File: src/rtl/spi_slave.sv
// -----------------------------------------------------------------------------
// spi_slave
//
// Purpose:
//   SPI mode-0 slave (MSB first) with a clk-domain parallel interface.
//   sck, cs_n and mosi are oversampled by clk. A frame runs from a cs_n fall
//   to a cs_n rise and may carry any number of back-to-back DATA_W-bit words.
//
// Optional feature:
//   SPI_SLAVE_OVERRUN_EN - when defined, a word completing while the previous
//   one is still unconsumed sets the sticky overrun flag, which ovr_clr
//   clears. When undefined, overrun is tied low and ovr_clr is ignored.
//
// Parameters:
//   DATA_W    frame width in bits (2..16)
//
// Ports:
//   clk       system clock, rising edge
//   rst_n     asynchronous active-low reset
//   sck       SPI clock from master (asynchronous)
//   cs_n      SPI chip select, active low (asynchronous)
//   mosi      serial data from master (asynchronous)
//   miso      serial data to master
//   miso_oe   miso output enable, high while selected
//   tx_data   next word to transmit
//   tx_valid  tx_data holds a valid word
//   tx_ready  high in the cycle the tx shift register takes tx_data
//   rx_data   last received word
//   rx_valid  rx_data not yet consumed
//   rx_ready  consumer accepts rx_data
//   busy      frame in progress
//   overrun   sticky overrun flag
//   ovr_clr   clears overrun
// -----------------------------------------------------------------------------
module spi_slave #(
    parameter int DATA_W = 8
) (
    input  logic              clk,
    input  logic              rst_n,
    input  logic              sck,
    input  logic              cs_n,
    input  logic              mosi,
    output logic              miso,
    output logic              miso_oe,
    input  logic [DATA_W-1:0] tx_data,
    input  logic              tx_valid,
    output logic              tx_ready,
    output logic [DATA_W-1:0] rx_data,
    output logic              rx_valid,
    input  logic              rx_ready,
    output logic              busy,
    output logic              overrun,
    input  logic              ovr_clr
);

    localparam int CNT_W = (DATA_W > 1) ? $clog2(DATA_W) : 1;
    localparam logic [CNT_W-1:0] LAST_BIT = CNT_W'(DATA_W - 1);

    typedef enum logic {
        IDLE   = 1'b0,
        ACTIVE = 1'b1
    } state_t;

    state_t state, state_nxt;

    logic sck_p0, sck_p1, sck_p2;
    logic cs_n_p0, cs_n_p1, cs_n_p2;
    logic mosi_p0, mosi_p1;

    // After reset the sync flops hold reset values rather than real samples.
    // A select is only honoured once cs_n has genuinely been seen high, so a
    // frame cut by reset is not resumed while cs_n stays low.
    logic [1:0] fill;
    logic       armed;

    logic sck_rise, sck_fall, cs_fall, cs_rise;
    logic load_en;
    logic [DATA_W-1:0] load_word;

    logic [DATA_W-1:0] tx_shift;
    logic [DATA_W-1:0] rx_shift;
    logic [CNT_W-1:0]  bit_cnt;
    logic              reload_pend;
    logic              word_done_p3;

    // ---- stage p0..p2: resynchronisers and edge detect ----
    always_ff @(posedge clk or negedge rst_n) begin
        if (!rst_n) begin
            sck_p0  <= 1'b0;
            sck_p1  <= 1'b0;
            sck_p2  <= 1'b0;
            cs_n_p0 <= 1'b1;
            cs_n_p1 <= 1'b1;
            cs_n_p2 <= 1'b1;
            mosi_p0 <= 1'b0;
            mosi_p1 <= 1'b0;
            fill    <= 2'd0;
            armed   <= 1'b0;
        end else begin
            sck_p0  <= sck;
            sck_p1  <= sck_p0;
            sck_p2  <= sck_p1;
            cs_n_p0 <= cs_n;
            cs_n_p1 <= cs_n_p0;
            cs_n_p2 <= cs_n_p1;
            mosi_p0 <= mosi;
            mosi_p1 <= mosi_p0;
            if (fill != 2'd3) begin
                fill <= fill + 2'd1;
            end
            if (fill == 2'd3 && cs_n_p2) begin
                armed <= 1'b1;
            end
        end
    end

    assign sck_rise = sck_p1 & ~sck_p2;
    assign sck_fall = ~sck_p1 & sck_p2;
    assign cs_fall  = armed & ~cs_n_p1 & cs_n_p2;
    assign cs_rise  = cs_n_p1 & ~cs_n_p2;

    // ---- control FSM ----
    always_ff @(posedge clk or negedge rst_n) begin
        if (!rst_n) begin
            state <= IDLE;
        end else begin
            state <= state_nxt;
        end
    end

    always_comb begin
        state_nxt = state;
        load_en   = 1'b0;
        if (state == IDLE) begin
            if (cs_fall) begin
                state_nxt = ACTIVE;
                load_en   = 1'b1;
            end
        end else begin
            if (cs_rise) begin
                state_nxt = IDLE;
            end else if (sck_fall && bit_cnt == '0 && reload_pend) begin
                load_en = 1'b1;
            end
        end
    end

    assign load_word = tx_valid ? tx_data : {DATA_W{1'b1}};
    assign tx_ready  = load_en & tx_valid;
    assign busy      = (state == ACTIVE);
    assign miso_oe   = busy;
    assign miso      = busy ? tx_shift[DATA_W-1] : 1'b0;

    // ---- stage p3: shift registers and bit count ----
    // A cs_n rise wins over any sck edge seen in the same cycle and throws
    // away a partial word.
    always_ff @(posedge clk or negedge rst_n) begin
        if (!rst_n) begin
            tx_shift     <= '0;
            rx_shift     <= '0;
            bit_cnt      <= '0;
            reload_pend  <= 1'b0;
            word_done_p3 <= 1'b0;
        end else begin
            word_done_p3 <= 1'b0;
            if (load_en) begin
                tx_shift    <= load_word;
                reload_pend <= 1'b0;
            end else if (state == ACTIVE && !cs_rise && sck_fall) begin
                tx_shift <= {tx_shift[DATA_W-2:0], 1'b0};
            end

            if (state == ACTIVE) begin
                if (cs_rise) begin
                    bit_cnt     <= '0;
                    reload_pend <= 1'b0;
                end else if (sck_rise) begin
                    rx_shift <= {rx_shift[DATA_W-2:0], mosi_p1};
                    if (bit_cnt == LAST_BIT) begin
                        bit_cnt      <= '0;
                        word_done_p3 <= 1'b1;
                        reload_pend  <= 1'b1;
                    end else begin
                        bit_cnt <= bit_cnt + 1'b1;
                    end
                end
            end
        end
    end

    // ---- stage p4: received word handoff ----
    always_ff @(posedge clk or negedge rst_n) begin
        if (!rst_n) begin
            rx_data  <= '0;
            rx_valid <= 1'b0;
        end else begin
            if (word_done_p3) begin
                rx_data  <= rx_shift;
                rx_valid <= 1'b1;
            end else if (rx_valid && rx_ready) begin
                rx_valid <= 1'b0;
            end
        end
    end

`ifdef SPI_SLAVE_OVERRUN_EN
    always_ff @(posedge clk or negedge rst_n) begin
        if (!rst_n) begin
            overrun <= 1'b0;
        end else begin
            if (word_done_p3 && rx_valid && !rx_ready) begin
                overrun <= 1'b1;
            end else if (ovr_clr) begin
                overrun <= 1'b0;
            end
        end
    end
`else
    logic unused_ovr_clr;
    assign unused_ovr_clr = ovr_clr;
    assign overrun        = 1'b0;
`endif

endmodule

File: config.mk
export PLATFORM = sky130hd
export DESIGN_NAME = spi_slave
export DESIGN_NICKNAME = d
export VERILOG_FILES = /design/src/rtl/spi_slave.sv
export SDC_FILE = /design/constraint.sdc
export NUM_CORES = 1
export LEC_CHECK = 0
export ABC_CLOCK_PERIOD_IN_PS = 2500
export BUFFER_PORTS_ARGS = -buffer_cell sky130_fd_sc_hd__clkbuf_2
export CAP_MARGIN = 15
export CORE_UTILIZATION = 50
export DETAILED_ROUTE_END_ITERATION = 8
export PLACE_DENSITY = 0.77
export REMOVE_ABC_BUFFERS = 1
export SLEW_MARGIN = 40
export SYNTH_ARGS = -nofsm -noshare
export SYNTH_HDL_FRONTEND = slang
export SYNTH_SLANG_ARGS = --single-unit
File: constraint.sdc
create_clock -name clk -period 2.5 [get_ports clk]
set_input_delay 0.125 -clock clk [delete_from_list [all_inputs] [get_ports clk]]
set_output_delay 0.125 -clock clk [all_outputs]
set_load 0.05 [all_outputs]
### Word-level counts from Yosys, hierarchy flattened

Cells that the tools add are included.
Widths: inputs -> output; s select.

* bits in registers: 42
* input bits: 16
* output and inout bits: 14
* logic and storage cells: 71

* add/sub/neg operators: 2
* equality and inequality tests: 3
* multiplexer cells: 24
* bitwise operators: 11
* reduce and logical (&&, ||, !) cells: 13

Operators with widths (number)
* $mux 8: 3
* $mux 1: 18
* $mux 3: 3
* $and 1x1->1: 6
* $logic_and 1x1->1: 6
* $reduce_bool 2->1: 3
* $not 1->1: 5
* $add 3x1->3 const B: 1
* $eq 3x3->1 const B: 1
* $logic_not 3->1: 1
* $reduce_and 3->1: 1
* $add 2x1->2 const B: 1
* $eq 2x2->1 const B: 1
* $ne 2x2->1 const B: 1
* $reduce_and 2->1: 1
* $logic_not 1->1: 1

### Logic depth before layout (Yosys ltp)

Gate-level depths: netlist (run 1).

* word-level depth: 12
* depth in mapped cells: 7

### Worst setup path after synthesis (run 1)

Ideal clock, no wire load.

* kind: flip-flop to output port
* from: reg state, in the netlist busy
* to: out tx_ready
* arrival time: 1842 ps
* required time: 2375 ps
* slack: 533 ps
* cell stages (with the launch flop): 6
* buffers on the path: 1
* cell sequence: dfrtp_1 -> inv_2 -> o41a_1 -> nand2b_4 -> buf_6 -> inv_1

* longest elaborated chain between the ends: 2

RTL lines
* start: declaration: RTL line 64 `state_t state, state_nxt;`
* start signal: assignment: RTL line 127 `state <= state_nxt;`
* $mux 1: RTL line 134 `if (state == IDLE) begin`
* $and 1x1->1: RTL line 149 `assign tx_ready = load_en & tx_valid;`
* end: declaration: RTL line 47 `output logic tx_ready,`

Every way passes these cells.

### Final worst setup path (run 1)

* from: reg bit_cnt[0]
* to: out tx_ready

* longest elaborated chain between the ends: 7

RTL lines
* start: declaration: RTL line 82 `logic [CNT_W-1:0] bit_cnt;`
* start signal: assignment: RTL line 184 `bit_cnt <= bit_cnt + 1'b1;`
* $logic_not 3->1: RTL line 142 `end else if (sck_fall && bit_cnt == '0 && reload_pend) begin`
* $logic_and 1x1->1 (2 in a row): RTL line 142
* $mux 1: RTL line 142
* $mux 1: RTL line 140 `if (cs_rise) begin`
* $mux 1: RTL line 134
* $and 1x1->1: RTL line 149

Every way passes these cells.

==> results of run 1 <==
[flip-flops by register name (all words and copies together), names as in the netlist, 2 cells and up]
| signal | flops |
|---|---|
| rx_data | 8 |
| rx_shift | 8 |
| tx_shift | 8 |
| bit_cnt | 3 |
| fill | 2 |
[area by class of cell]
type	instances	area share
clock inverter	1	0.00250
tap	46	0.0287
inverter	7	0.0131
sequential	42	0.526
multi-input combinational	70	0.313
timing repair buffer	31	0.0886
clock buffer	7	0.0275
[power groups by stage]
stage	registers (µW)	clock network [µW]	logic, µW
2_1_floorplan	858	0	182
3_3_place_gp	855	0	243
3_5_place_dp	866	0	259
4_1_cts	852	352	265
5_1_grt	866	375	287
6_report	853	339	260
[cells in the mapped netlist (2+ instances only)]
cell,count
nand2b_1,4
or2b_1,4
a2bb2oi_1,7
nand3b_1,3
a21o_1,2
dfstp_2,3
ha_1,4
nand2_1,3
nor2b_1,2
o21ai_0,3
nor2_1,2
buf_4,3
inv_1,6
mux2_2,18
mux2i_1,7
dfrtp_1,39
[per-layer routing]
layer / track usage / vias up / share of wire
met5: 0 / - / 0
met4: 0.0714 / 0 / 0.015
met2: 0.286 / 16 / 0.52
met3: 0.0441 / 5 / 0.033
li1: - / 494 / -
met1: 0.195 / 497 / 0.44
[per-stage QoR]
stage	power [µW]	instance area, µm²
after detailed placement	1120	1900
after CTS	1470	2000
after floorplan	1040	1710
after global placement	1100	1900
final	1450	2000
after global routing	1530	2000
[cell families after synthesis]
kind of cell,Yosys count,share of synthesized area
xor+xnor,1,0.00500
compound gates,16,0.0721
flops,42,0.602
fa+ha+maj,4,0.0286
mux,25,0.156
simple gates,23,0.0950
buf+inv,13,0.0393
other cells,1,0.00214
[timing repair]
item,4_1_cts,5_1_grt
resized for setup,0,0
hold buffers,4,0
endpoints found under the hold margin,42,0
setup buffers,0,0
[worst min-delay path: cells and delay by family]
| family | cells | cell delay, ps |
|---|---|---|
| AO/OA/AOI/OAI | 1 | 90 |
| buffers and inverters | 2 | 120 |
[final timing paths]
| path | start | to | slack [ps] | cells after the start |
|---|---|---|---|---|
| min | rx_ready | rx_valid | 20 | 3 |
| max reg2reg | bit_cnt[0] | tx_shift[1] | 690 | 6 |
| min reg2reg | cs_n_p0 | cs_n_p1 | 360 | 0 |
| max | bit_cnt[0] | tx_ready | 170 | 7 |
| max in group asynchronous | rst_n | cs_n_p0 | 1790 | 2 |
| min in group asynchronous | rst_n | rx_data[0] | 320 | 2 |
==> impl_metrics.env, run 1 <==
export IMPL_outcome="complete, no violations"
export IMPL_end_kind="primary output"
export IMPL_crit_top_cell="inv_1"
export IMPL_grt_pass1_wl_um=4340
export IMPL_ys_dominant_reg_cell="dfrtp_1"
export IMPL_row_count=21
export IMPL_synth_cell_types=31
export IMPL_cts_root_buf="clkbuf_4"
export IMPL_die_area_mm2=0.00374
export IMPL_fin_cells=204
export IMPL_yosysWarnings=0
export IMPL_start_util=0.525
export IMPL_hold_class="primary input to flip-flop"
export IMPL_p_sw_frac=0.275
export IMPL_gp_congestion=0.710
export IMPL_clock_sinks=42
export IMPL_finalWorstPathRequiredPeriod_ps=2330
export IMPL_hold_violations=0
export IMPL_synth_top_area_frac=0.557
export IMPL_antenna_found_initial=0
export IMPL_clock_skew_ps=6.10
export IMPL_p_comb_frac=0.179
export IMPL_cts_tree="yes"
export IMPL_avgViaCountPerCell=4.96
export IMPL_gr_total_overflow=0
export IMPL_port_buffers=27
export IMPL_synthArstFlopShare=1.00
export IMPL_maxCapViolations=0
export IMPL_layout_commonest_cell="dfrtp_1"
export IMPL_p_leak_uw=0.000977
export IMPL_finalCritPeriodShare=0.931
export IMPL_fin_ws_ps=173
export IMPL_synth_edf_count=0
export IMPL_nNetsFinal=177
export IMPL_drive_gt1_frac=0.386
export IMPL_ys_ff_latch=42
export IMPL_slowest_delay_ps=440
export IMPL_ir_drop_mv=0.447
export IMPL_seqPwrFrac=0.587
export IMPL_drtIter0Drc=48
export IMPL_grt_start_max_net_pins=43
export IMPL_finalWirelength_um=2660
export IMPL_area_growth_pct=14.4
export IMPL_grt_usage=0.166
export IMPL_switchingPower_uw=399
export IMPL_coreArea_mm2=0.00334
export IMPL_clkTransAtPathRegs_ps=120
export IMPL_slew_headroom=0.631
export IMPL_syn_area_per_cell_um2=14.0
export IMPL_die_h_um=61.2
export IMPL_io_pins=30
export IMPL_drtPass1Iterations=4
export IMPL_pre_cts_slack_ps=568
export IMPL_fin_util=0.601
export IMPL_ff_latch_area_mm2=0.00105
export IMPL_diodes=0
export IMPL_nFillCells=276
export IMPL_h_tree_depth=2
export IMPL_p_per_area_mw_per_mm2=724
export IMPL_wl_per_cell_um=13.1
export IMPL_worstSetupPathType="flip-flop to primary output"
export IMPL_drc=0
export IMPL_first_global_vias=1042
export IMPL_tns_ps=0
export IMPL_required_ps=2380
export IMPL_syn_inst=125
export IMPL_numCtsBuffers=5
export IMPL_setup_violations=0
export IMPL_multi_input_area_um2=628
export IMPL_tightest_slew_ps=553
export IMPL_ant_nets=0
export IMPL_rsz0062_at_grt="false"
export IMPL_synthTopCellsByArea="dfrtp_1 (56%), mux2_2 (12%), dfstp_2 (4.5%)"
export IMPL_clock_fmax_mhz=430
export IMPL_slowest_stage="o41a_1"
export IMPL_start_kind="flip-flop"
export IMPL_p_int_uw=1050
export IMPL_synth_top_area_cell="dfrtp_1"
export IMPL_critical_path_top_delay_family="simple AND/OR/NAND/NOR gates"
export IMPL_yosysSeqAreaShare=0.602
export IMPL_clk_latency_ps=340
export IMPL_final_cell_mix="dfrtp_1 (39), clkbuf_2 (26), mux2_2 (18)"
export IMPL_whs_ps=17.8
export IMPL_crit_chain="inv_1 -> ha_1 -> nand3b_1 -> o41a_1 -> nand2b_4 -> inv_1 -> clkbuf_2"
export IMPL_worstPathMaxFanout=8
export IMPL_cp_num_buf_inv=3
export IMPL_cp_arrival_ps=2200
export IMPL_syn_area_mm2=0.00175
export IMPL_dpl_hpwl_um=1910
export IMPL_die_w_um=61.2
export IMPL_num_vias=1012
export IMPL_clockBufferDepth=2
export IMPL_clkPwrFrac=0.233
export IMPL_dp_cells=192
export IMPL_slew_violations=0
Power figures use the tool's default switching activity.
==> run 2: changes to the inputs <==
==> config.mk (replaced) <==
export PLATFORM = sky130hd
export DESIGN_NAME = spi_slave
export DESIGN_NICKNAME = d
export VERILOG_FILES = /design/src/rtl/spi_slave.sv
export SDC_FILE = /design/constraint.sdc
export NUM_CORES = 1
export LEC_CHECK = 0
export BUFFER_PORTS_ARGS = -buffer_cell sky130_fd_sc_hd__clkbuf_2
export CAP_MARGIN = 15
export CELL_PAD_IN_SITES_DETAIL_PLACEMENT = 1
export CELL_PAD_IN_SITES_GLOBAL_PLACEMENT = 1
export CORE_UTILIZATION = 48
export DETAILED_ROUTE_END_ITERATION = 8
export PLACE_DENSITY = 0.88
export REMOVE_ABC_BUFFERS = 1
export SYNTH_ARGS = -nofsm -noshare
export SYNTH_HDL_FRONTEND = slang
export SYNTH_SLANG_ARGS = --single-unit
==> impl_metrics.env, run 2 (synthesized netlist as in run 1, its figures left out) <==
export IMPL_outcome="complete, no violations"
export IMPL_antenna_found_initial=0
export IMPL_clkPwrFrac=0.277
export IMPL_grt_usage=0.191
export IMPL_ant_nets=0
export IMPL_seqPwrFrac=0.542
export IMPL_num_vias=1084
export IMPL_slew_violations=0
export IMPL_die_w_um=62.4
export IMPL_rsz0062_at_grt="false"
export IMPL_tightest_slew_ps=517
export IMPL_p_sw_frac=0.275
export IMPL_power_uw=1570
export IMPL_r2r_cells=4
export IMPL_critical_path_top_delay_family="simple AND/OR/NAND/NOR gates"
export IMPL_p_int_uw=1140
export IMPL_hold_depth=2
export IMPL_area_growth_pct=20.9
export IMPL_numCtsBuffers=5
export IMPL_drive_gt1_frac=0.386
export IMPL_drc=0
export IMPL_h_tree_depth=2
export IMPL_cts_tree="yes"
export IMPL_hold_violations=0
export IMPL_crit_chain="nand4bb_1 -> o41a_1 -> nand2b_4 -> inv_1 -> clkbuf_2"
export IMPL_io_pins=30
export IMPL_finalWorstPathRequiredPeriod_ps=2340
export IMPL_nNetsFinal=185
export IMPL_worstPathMaxFanout=9
export IMPL_coreArea_mm2=0.00342
export IMPL_hold_path_end="tx_shift[5]"
export IMPL_cp_num_buf_inv=2
export IMPL_setup_violations=0
export IMPL_drtIter0Drc=48
export IMPL_port_buffers=27
export IMPL_cts_root_buf="clkbuf_4"
export IMPL_ir_drop_mv=0.515
export IMPL_regToRegSetupSlack_ps=640
export IMPL_row_count=21
export IMPL_slowest_delay_ps=520
export IMPL_drtPass1Iterations=3
export IMPL_first_global_vias=1179
export IMPL_clock_fmax_mhz=428
export IMPL_maxCapViolations=0
export IMPL_r2r_end="bit_cnt[0]"
export IMPL_gr_total_overflow=0
export IMPL_avgViaCountPerCell=5.11
export IMPL_worstHoldStart="tx_data[5]"
export IMPL_finalCritPeriodShare=0.934
export IMPL_cp_arrival_ps=2210
export IMPL_finalWirelength_um=3280
export IMPL_clockBufferDepth=2
export IMPL_die_h_um=62.4
export IMPL_dpl_hpwl_um=2200
export IMPL_p_per_area_mw_per_mm2=743
export IMPL_slew_headroom=0.654
export IMPL_final_cell_mix="dfrtp_1 (39), clkbuf_2 (27), mux2_2 (18)"
export IMPL_layout_commonest_cell="dfrtp_1"
export IMPL_reg_top3="rx_data: 8 flops, rx_shift: 8 flops, tx_shift: 8 flops"
export IMPL_start_util=0.513
export IMPL_worstSetupPathType="flip-flop to primary output"
export IMPL_slowest_stage="nand4bb_1"
export IMPL_p_comb_frac=0.181
export IMPL_p_leak_uw=0.00103
export IMPL_grt_start_max_net_pins=43
export IMPL_clk_latency_ps=360
export IMPL_r2r_start="cs_n_p1"
export IMPL_clkTransAtPathRegs_ps=120
export IMPL_diodes=0
export IMPL_end_kind="primary output"
export IMPL_wl_per_cell_um=15.5
export IMPL_required_ps=2380
export IMPL_die_area_mm2=0.00390
export IMPL_start_kind="flip-flop"
export IMPL_gp_congestion=0.741
export IMPL_clock_skew_ps=10.9
export IMPL_grt_pass1_wl_um=5640
export IMPL_switchingPower_uw=433
export IMPL_hold_class="primary input to flip-flop"
export IMPL_clock_sinks=42
export IMPL_tns_ps=0
run 2: worst max path at each step:
stage / start / endpoint / slack [ps] / cells past startpoint
6_report: busy / tx_ready / 160 / 5
5_1_grt: busy / tx_ready / 40 / 5
4_1_cts: bit_cnt[0] / tx_ready / 110 / 7
3_5_place_dp: bit_cnt[0] / tx_ready / 540 / 7
3_3_place_gp: bit_cnt[0] / tx_ready / 620 / 7
2_1_floorplan: busy / tx_ready / 300 / 4
run 2: per-layer routing:
metal | up-vias | GRT usage | share of wire
li1 | 507 | - | -
met1 | 557 | 0.238 | 0.42
met2 | 15 | 0.321 | 0.55
met3 | 5 | 0.0401 | 0.019
met4 | 0 | 0.0872 | 0.014
met5 | - | 0 | 0
run 2: area by class of cell:
type                            instances  area, µm²
Inverter                                7       26.3
Tap cell                               46       57.6
Fill cell                             350       1300
Sequential cell                        42       1050
Clock buffer                            5       37.5
Clock inverter                          3       43.8
Multi-Input combinational cell         70        628
Timing Repair Buffer                   39        270
run 2: stage by stage:
stage               instance area [µm²]  cells  utilization  hold WS, ps  worst slack, ps
floorplan                          1710    119            -         -171              305
global placement                   1900    192        0.557          214              625
detailed placement                 1900    192        0.557          215              542
CTS                                2080    210        0.610         1.66              108
global route                       2120    212        0.620         17.0             39.8
finish                             2120    212        0.620         20.4              165
run 2: power groups by stage:
stage                     Sequential, µW  Combinational [µW]  Clock (µW)
after floorplan                      858                 182           0
after global placement               854                 245           0
after detailed placement             865                 268           0
after CTS                            852                 281         456
after global routing                 867                 310         482
final                                853                 284         436
run 2: worst reg2reg max path: stages (launching register included):
cell      delay (ps)
dfstp_2          570
nor2b_2          330
nand3b_1         460
nor2_1           120
mux2_2           290
run 2: timing repair:
item,CTS,global route
resized for setup,0,0
endpoints found under the hold margin,48,0
endpoints found under the setup margin,0,1
hold buffers,10,0
setup buffers,0,1
